$ cat config.mk
export PLATFORM = sky130hd
export DESIGN_NAME = hazard_flush_ctrl
export DESIGN_NICKNAME = d
export VERILOG_FILES = /design/src/rtl/hazard_flush_ctrl.sv
export SDC_FILE = /design/constraint.sdc
export NUM_CORES = 1
export LEC_CHECK = 0
export CAP_MARGIN = 20
export CORE_MARGIN = 5
export CORE_UTILIZATION = 35
export CTS_CLUSTER_SIZE = 14
export DETAILED_ROUTE_END_ITERATION = 10
export PLACE_DENSITY = 0.65
export SLEW_MARGIN = 5
export SYNTH_ARGS = -nofsm -noshare
export SYNTH_HDL_FRONTEND = slang
export SYNTH_SLANG_ARGS = --single-unit
$ cat constraint.sdc
create_clock -name clk -period 2.7 [get_ports clk]
set_clock_uncertainty 0.2 [all_clocks]
set_input_delay 0.54 -clock clk [delete_from_list [all_inputs] [get_ports clk]]
set_output_delay 0.54 -clock clk [all_outputs]
set_load 0.01 [all_outputs]
$ cat src/rtl/hazard_flush_ctrl.sv
// ---------------------------------------------------------------------------
// hazard_flush_ctrl
//   Pipeline sequencer for the 5-stage ARM core. Produces the freeze/flush
//   controls for the PC, the IF/ID and ID/EX stage registers, detects RAW
//   hazards against EXE/MEM destinations, flushes on taken branches and
//   freezes the whole pipe while a multi-cycle SRAM access is outstanding.
//   A stuck SRAM access ends in a sticky error state.
//
//   Build option: define FORWARDING_EN to enable the EXE-stage forwarding
//   selects. With forwarding only load-use hazards stall the pipe.
//
// Parameters
//   MEM_TIMEOUT  frozen cycles allowed per SRAM access before mem_err (>=2)
//   CNT_W        width of the saturating stall/flush counters
//
// Ports
//   clk, rst                     clock (rising edge), async active-high reset
//   src1_id/src2_id              source register indices of the ID instruction
//   use_src1_id/two_src_id       ID instruction reads src1 / src2
//   exe_wb_en/exe_dest           EXE write-back enable / destination
//   exe_mem_r_en                 EXE instruction is a load
//   mem_wb_en/mem_dest           MEM write-back enable / destination
//   wb_wb_en/wb_dest             WB write-back enable / destination
//   src1_exe/src2_exe            source indices of the EXE instruction
//   branch_taken                 branch resolved taken in EXE
//   mem_req/mem_ready            SRAM request / SRAM done this cycle
//   freeze_pc                    hold PC and IF/ID
//   flush_if_id/flush_id_ex      clear IF/ID / bubble into ID/EX
//   freeze_all                   hold every stage register and the PC
//   fwd_sel1/fwd_sel2            ALU operand source: 00 reg, 01 MEM, 10 WB
//   mem_err                      sticky SRAM timeout flag
//   stall_cnt/flush_cnt          saturating event counters
// ---------------------------------------------------------------------------
// state    | meaning
// S_RUN    | pipe advancing, no SRAM access outstanding
// S_MEMWT  | SRAM access outstanding, pipe frozen until mem_ready
// S_ERR    | SRAM timed out, pipe frozen until reset
// ---------------------------------------------------------------------------
module hazard_flush_ctrl #(
  parameter int MEM_TIMEOUT = 16,
  parameter int CNT_W       = 16
) (
  input  logic             clk,
  input  logic             rst,
  input  logic [3:0]       src1_id,
  input  logic [3:0]       src2_id,
  input  logic             use_src1_id,
  input  logic             two_src_id,
  input  logic             exe_wb_en,
  input  logic [3:0]       exe_dest,
  input  logic             exe_mem_r_en,
  input  logic             mem_wb_en,
  input  logic [3:0]       mem_dest,
  input  logic             wb_wb_en,
  input  logic [3:0]       wb_dest,
  input  logic [3:0]       src1_exe,
  input  logic [3:0]       src2_exe,
  input  logic             branch_taken,
  input  logic             mem_req,
  input  logic             mem_ready,
  output logic             freeze_pc,
  output logic             flush_if_id,
  output logic             flush_id_ex,
  output logic             freeze_all,
  output logic [1:0]       fwd_sel1,
  output logic [1:0]       fwd_sel2,
  output logic             mem_err,
  output logic [CNT_W-1:0] stall_cnt,
  output logic [CNT_W-1:0] flush_cnt
);

  localparam int WCNT_W = $clog2(MEM_TIMEOUT + 1);

  typedef enum logic [1:0] {
    S_RUN   = 2'd0,
    S_MEMWT = 2'd1,
    S_ERR   = 2'd2
  } state_t;

  state_t            state_q, state_d;
  logic [WCNT_W-1:0] wcnt_q, wcnt_d;
  logic              mem_err_d;
  logic              frz_mem;
  logic              raw_exe;
  logic              hazard;
  logic [1:0]        fwd1_raw, fwd2_raw;

  assign raw_exe = (use_src1_id && exe_wb_en && (src1_id == exe_dest)) ||
                   (two_src_id  && exe_wb_en && (src2_id == exe_dest));

`ifdef FORWARDING_EN
  // Forwarding covers everything except a load whose data is not yet back.
  assign hazard = raw_exe && exe_mem_r_en;

  always_comb begin
    fwd1_raw = 2'b00;
    if (mem_wb_en && (src1_exe == mem_dest))     fwd1_raw = 2'b01;
    else if (wb_wb_en && (src1_exe == wb_dest))  fwd1_raw = 2'b10;
  end

  always_comb begin
    fwd2_raw = 2'b00;
    if (mem_wb_en && (src2_exe == mem_dest))     fwd2_raw = 2'b01;
    else if (wb_wb_en && (src2_exe == wb_dest))  fwd2_raw = 2'b10;
  end
`else
  logic raw_mem;
  logic unused_fwd_inputs;

  assign raw_mem = (use_src1_id && mem_wb_en && (src1_id == mem_dest)) ||
                   (two_src_id  && mem_wb_en && (src2_id == mem_dest));
  assign hazard  = raw_exe || raw_mem;

  assign fwd1_raw = 2'b00;
  assign fwd2_raw = 2'b00;

  assign unused_fwd_inputs = ^{src1_exe, src2_exe, wb_wb_en, wb_dest, exe_mem_r_en};
`endif

  always_ff @(posedge clk or posedge rst) begin
    if (rst) begin
      state_q <= S_RUN;
      wcnt_q  <= '0;
      mem_err <= 1'b0;
    end else begin
      state_q <= state_d;
      wcnt_q  <= wcnt_d;
      mem_err <= mem_err_d;
    end
  end

  always_comb begin
    state_d   = state_q;
    wcnt_d    = wcnt_q;
    mem_err_d = mem_err;
    frz_mem   = 1'b0;
    case (state_q)
      S_RUN: begin
        if (mem_req && !mem_ready) begin
          frz_mem = 1'b1;
          state_d = S_MEMWT;
          wcnt_d  = WCNT_W'(1);
        end
      end
      S_MEMWT: begin
        // The mem_ready cycle is left unfrozen so the pipe advances on it.
        if (mem_ready) begin
          state_d = S_RUN;
          wcnt_d  = '0;
        end else begin
          frz_mem = 1'b1;
          if (wcnt_q == WCNT_W'(MEM_TIMEOUT - 1)) begin
            state_d   = S_ERR;
            mem_err_d = 1'b1;
          end else begin
            wcnt_d = wcnt_q + WCNT_W'(1);
          end
        end
      end
      S_ERR: begin
        frz_mem = 1'b1;
      end
      default: begin
        state_d = S_RUN;
        wcnt_d  = '0;
      end
    endcase
  end

  // Outputs are forced low while reset is held, independent of the inputs.
  // A frozen pipe suppresses flush/freeze_pc so a branch or hazard is seen
  // again once the stall ends.
  always_comb begin
    freeze_all  = frz_mem && !rst;
    flush_if_id = 1'b0;
    flush_id_ex = 1'b0;
    freeze_pc   = 1'b0;
    if (!rst && !frz_mem) begin
      flush_if_id = branch_taken;
      flush_id_ex = branch_taken || hazard;
      freeze_pc   = hazard && !branch_taken;
    end
    fwd_sel1 = rst ? 2'b00 : fwd1_raw;
    fwd_sel2 = rst ? 2'b00 : fwd2_raw;
  end

  always_ff @(posedge clk or posedge rst) begin
    if (rst) begin
      stall_cnt <= '0;
      flush_cnt <= '0;
    end else begin
      if ((freeze_pc || freeze_all) && (stall_cnt != '1))
        stall_cnt <= stall_cnt + CNT_W'(1);
      if (flush_if_id && (flush_cnt != '1))
        flush_cnt <= flush_cnt + CNT_W'(1);
    end
  end

endmodule

# Word-level counts from Yosys, hierarchy flattened
# Index checks and enable logic that the tools add are counted.
[word_totals]
output_inout_bits = 41
ff_bits = 40
[classes]
mux = 14
bitwise_logic = 2
eq_ne = 12
n_addsub = 3
reduce_logical = 27
[op_table]
columns = ["operator", "n"]
rows = [
  ["$add A16 B1 Y16 const B", 2],
  ["$ne A16 B16 Y1 const B", 2],
  ["$eq A4 B4 Y1", 4],
  ["$mux W5", 3],
  ["$pmux W5 S3", 1],
  ["$logic_and A1 B1 Y1", 14],
  ["$reduce_and A3 Y1", 3],
  ["$mux W2", 3],
  ["$ne A3 B3 Y1 const B", 2],
  ["$pmux W2 S3", 1],
  ["$add A5 B1 Y5 const B", 1],
  ["$eq A5 B4 Y1 const B", 1],
  ["$logic_or A1 B1 Y1", 5],
  ["$mux W1", 5],
  ["$logic_not A1 Y1", 4],
  ["$pmux W1 S3", 1],
  ["$eq A2 B1 Y1 const B", 1],
  ["$eq A2 B2 Y1 const B", 1],
  ["$logic_not A2 Y1", 1],
  ["$ne A2 B2 Y1 const B", 1],
  ["$not A1 Y1", 2],
]

# Logic depth before layout (Yosys ltp)
[depth]
depth_word = 9
ltp_mapped = 9
depth_no_buf = 8

# Worst setup path after synthesis
# OpenSTA, ideal clock, no wires.
[synth_timing]
kind = "input -> output"
startpoint = "input port src2_id[1]"
endpoint = "output port flush_id_ex"
t_required_ns = 1.960
slack_ns = 0.185
cell_stages = 5
t_arrival_ns = 1.775
path_buffers = 0
cell_sequence = "inv_1 > a222oi_1 > or4b_1 > and4_4 > a21boi_0"
[synth_between]
elab_chain_len = 6
elab_cells_between_ends = 9
[synth_rtl]
columns = ["element", "line_no", "text"]
rows = [
  ["start, declared", "46", "input logic [3:0] src2_id,"],
  ["$eq A4 B4 Y1 (on tied branches)", "89, 111", ""],
  ["$logic_and A1 B1 Y1 (on tied branches)", "89, 111", ""],
  ["$logic_or A1 B1 Y1 (on tied branches)", "88, 110", ""],
  ["$logic_or A1 B1 Y1 (*)", "112", "assign hazard = raw_exe || raw_mem;"],
  ["$logic_or A1 B1 Y1 (*)", "180", "flush_id_ex = branch_taken || hazard;"],
  ["$mux W1 (*)", "178", "if (!rst && !frz_mem) begin"],
  ["end, declared", "63", "output logic flush_id_ex,"],
]
# Mark *: on every way between the ends. The rest lies on a longest branch, timed or not.

# Final worst setup path
[layout_timing]
startpoint = "input port src2_id[3]"
endpoint = "output port flush_id_ex"
# Same word-level chain as after synthesis.

==> key figures <==
Synthesis
  – Synth top area cells: dfrtp_1 45%, xnor2_1 8.7%, xor2_1 7.1%, nand2_1 3.9%, and3_1 2.8%
  – Area leader, netlist: dfrtp_1
  – Top cell type's share of synthesized area: 0.453
  – Mapped cell area: approximately 2200 um^2
  – Top FF cell, synth: dfrtp_1
  – #FFs+latches synth: 40
  – YS warnings: 0
  – Sequential cell area fraction in the yosys report: 0.453
  – Post-synth cell types: 39
  – Number of flops mapped to enable cells by yosys: 0
  – Syn Inst Count: ~220
  – Async SR Flop Fraction: 1.00
  – Mean Syn Cell Area: roughly 9.9 um^2

Finish
  – Number of diodes: 0
  – Area growth syn-to-layout: 47.1%
  – Layout Cells excl Fill: 394
  – Number of fill cells: roughly 590
  – Share of layout cells above drive strength 1: 0.202
  – Most frequent cells in the layout: 41 x clkdlybuf4s50_1, 40 x dfrtp_1, 31 x buf_4
  – Leading cell type in the layout, fill and taps excluded: clkdlybuf4s50_1
  – # nets final: about 360

Floorplan
  – Chip Height: about 89 um
  – I/O pin count: 80
  – Initial core utilization: 0.354
  – Die ar.: 8000 um^2
  – Core box area: between 6000 and 7000 um^2
  – Row cnt: 29
  – Die width: approximately 89 um

Clock tree
  – CTS Root Cell: clkbuf_8
  – Reg clk slew, reported paths: around 0.070 ns
  – CTS tree: yes
  – Clock Latency Late Sink: around 0.29 ns
  – TritonCTS Buffers: 5
  – CTS sink count: 40
  – Clock buffer depth: 2
  – Htree depth: 2

STA
  – Final Hold Viols: 0
  – Final Cycle Share: 0.988
  – Endpoints failing setup: 0
  – Unrepaired setup endpoints after global routing: true
  – Tmin final: ~2.7 ns
  – Max Slew Vio Count: 0
  – Highest clock rate: ~370 MHz
  – TNS Setup: 0 ns

Detailed routing
  – Antenna viol nets, final: 0
  – First-pass iteration count of the detailed router: 4
  – DRT iter0 DRCs: between 70 and 80
  – Drt drc: 0
  – Avg WL per Cell: 13.4 um
  – DR vias/cell: between 4 and 5
  – Via count: 1946
  – Routed wire length: about 5300 um

Place
  – Dpl cells: about 390
  – Global placer's final weighted congestion: just over 0.8
  – IO Port Bufs: 61
  – DP Wirelength: a little over 4000 um

Setup path
  – WP data required: roughly 2 ns
  – CP Capture Type: output port
  – Kind of critical path: in2out
  – Data arrival, critical path: 1.93 ns
  – CP max FO: 3
  – Critical path startpoint category: input pin

Power
  – Clock power share: 0.284
  – Comb pwr share: 0.264
  – Seq pwr share: 0.452
  – VDD IR-drop max: ~0.24 mV
  – Switching Share: 0.288
  – Switch Pwr: 487 uW
  – Leak Pwr: 0.00147 uW
  – Pwr Total: 1690 uW
  – Cell Pwr Density: around 520 nW/um^2
  – Int Power: about 1200 uW

Global routing
  – Number of global-route vias before repair: ~1800
  – Pin count of the biggest net entering global routing: 23
  – Initial antenna violation count: 0
  – Global Route Usage Sum: 0.135
  – First-pass GRT wire length: 8290 um
  – Gr ovfl total: 0

Run
  – Number of max-cap violations: 0

Run status
  – Status: finished, final reports clean

Hold path
  – Hold WC Path Type: reg2reg
## stage by stage
step | hold slack [ns] | setup slack, ns | util | cell area [um^2]
after floorplan | 0.272 | 0.185 | - | 2220
after global placement | 0.262 | -0.787 | 0.497 | 3100
after detailed placement | 0.263 | -0.819 | 0.497 | 3100
after CTS | 0.286 | 0.00554 | 0.515 | 3220
after global routing | 0.294 | -0.00388 | 0.520 | 3250
final | 0.284 | 0.0332 | 0.520 | 3250
## final cells by class
type | count | area (um^2) | share of cell area
inverters | 7 | 26.3 | 0.00809
clock buffers | 6 | 72.6 | 0.0223
multi-input cells | 170 | 1190 | 0.366
well taps | 77 | 96.3 | 0.0297
repair buffers | 92 | 827 | 0.255
clock inverters | 2 | 35.0 | 0.0108
flip-flops and latches | 40 | 1000 | 0.308
## registers in the layout, summed over array words and instances, names as in the netlist
| register | count |
|---|---|
| wcnt_q | 5 |
| mem_err | 1 |
| state_q | 2 |
| flush_cnt | 16 |
| stall_cnt | 16 |
## power by group through the flow
stage               Combinational (uW)  Sequential (uW)  Clock [uW]
floorplan                          180              783           0
global placement                   444              772           0
detailed placement                 449              774           0
CTS                                451              763         497
global route                       485              774         523
finish                             447              765         480
## Yosys cell counts (2+ instances only)
library cell and n:
a211oi_1 2, and4_1 3, and3_1 10, mux2_2 3, xnor2_1 22, o22ai_1 2, nand4_1 9, inv_1 7
nor2b_1 3, buf_4 5, xor2_1 18, a21oi_1 8, a31oi_1 4, clkbuf_1 2, nor3_1 8, dfrtp_1 40
nor2_1 12, a31o_2 2, nand2_1 23, ha_1 4, and2_1 2, nand3_1 12, nor4b_2 2, o21ai_0 4
## kinds of logic after synthesis
logic type | synth area share
flops | 0.453
compound gates | 0.0861
fa+ha+maj | 0.0227
buf+inv | 0.0346
xor+xnor | 0.159
other cells | 0.00170
simple gates | 0.223
mux | 0.0198
## critical path, cell delays in order
cell and delay [ns]:
dlygate4sd2_1 0.25, a222oi_1 0.22, or4b_1 0.46, and4_4 0.18
a21boi_2 0.12, buf_2 0.14
## routing by layer
metal / routed length [um] / track usage
met5: 0 / 0
met4: 54 / 0.0284
met3: 441 / 0.0488
met2: 2500 / 0.216
met1: 2280 / 0.175
## path summary, 6_finish.rpt
check,start,end,slack [ns],depth (start not counted)
worst max-delay path,src2_id[3],flush_id_ex,0.03,6
worst min-delay path,mem_err$_DFFE_PP0P_,mem_err$_DFFE_PP0P_,0.28,1
worst max register to register,stall_cnt[0]$_DFFE_PP0P_,stall_cnt[7]$_DFFE_PP0P_,0.44,7
worst min register to register,mem_err$_DFFE_PP0P_,mem_err$_DFFE_PP0P_,0.28,1
max in group asynchronous,rst,stall_cnt[15]$_DFFE_PP0P_,1.44,4
min in group asynchronous,rst,flush_cnt[0]$_DFFE_PP0P_,0.62,4
## repair_timing
item	4_1_cts	5_1_grt
hold buffers	0	0
buffers inserted	1	0
endpoints found under the hold margin	0	0
gates resized for setup	44	9
endpoints found under the setup margin	19	3
pin swaps	5	6
Note: power is estimated with default switching activity, not from simulation.
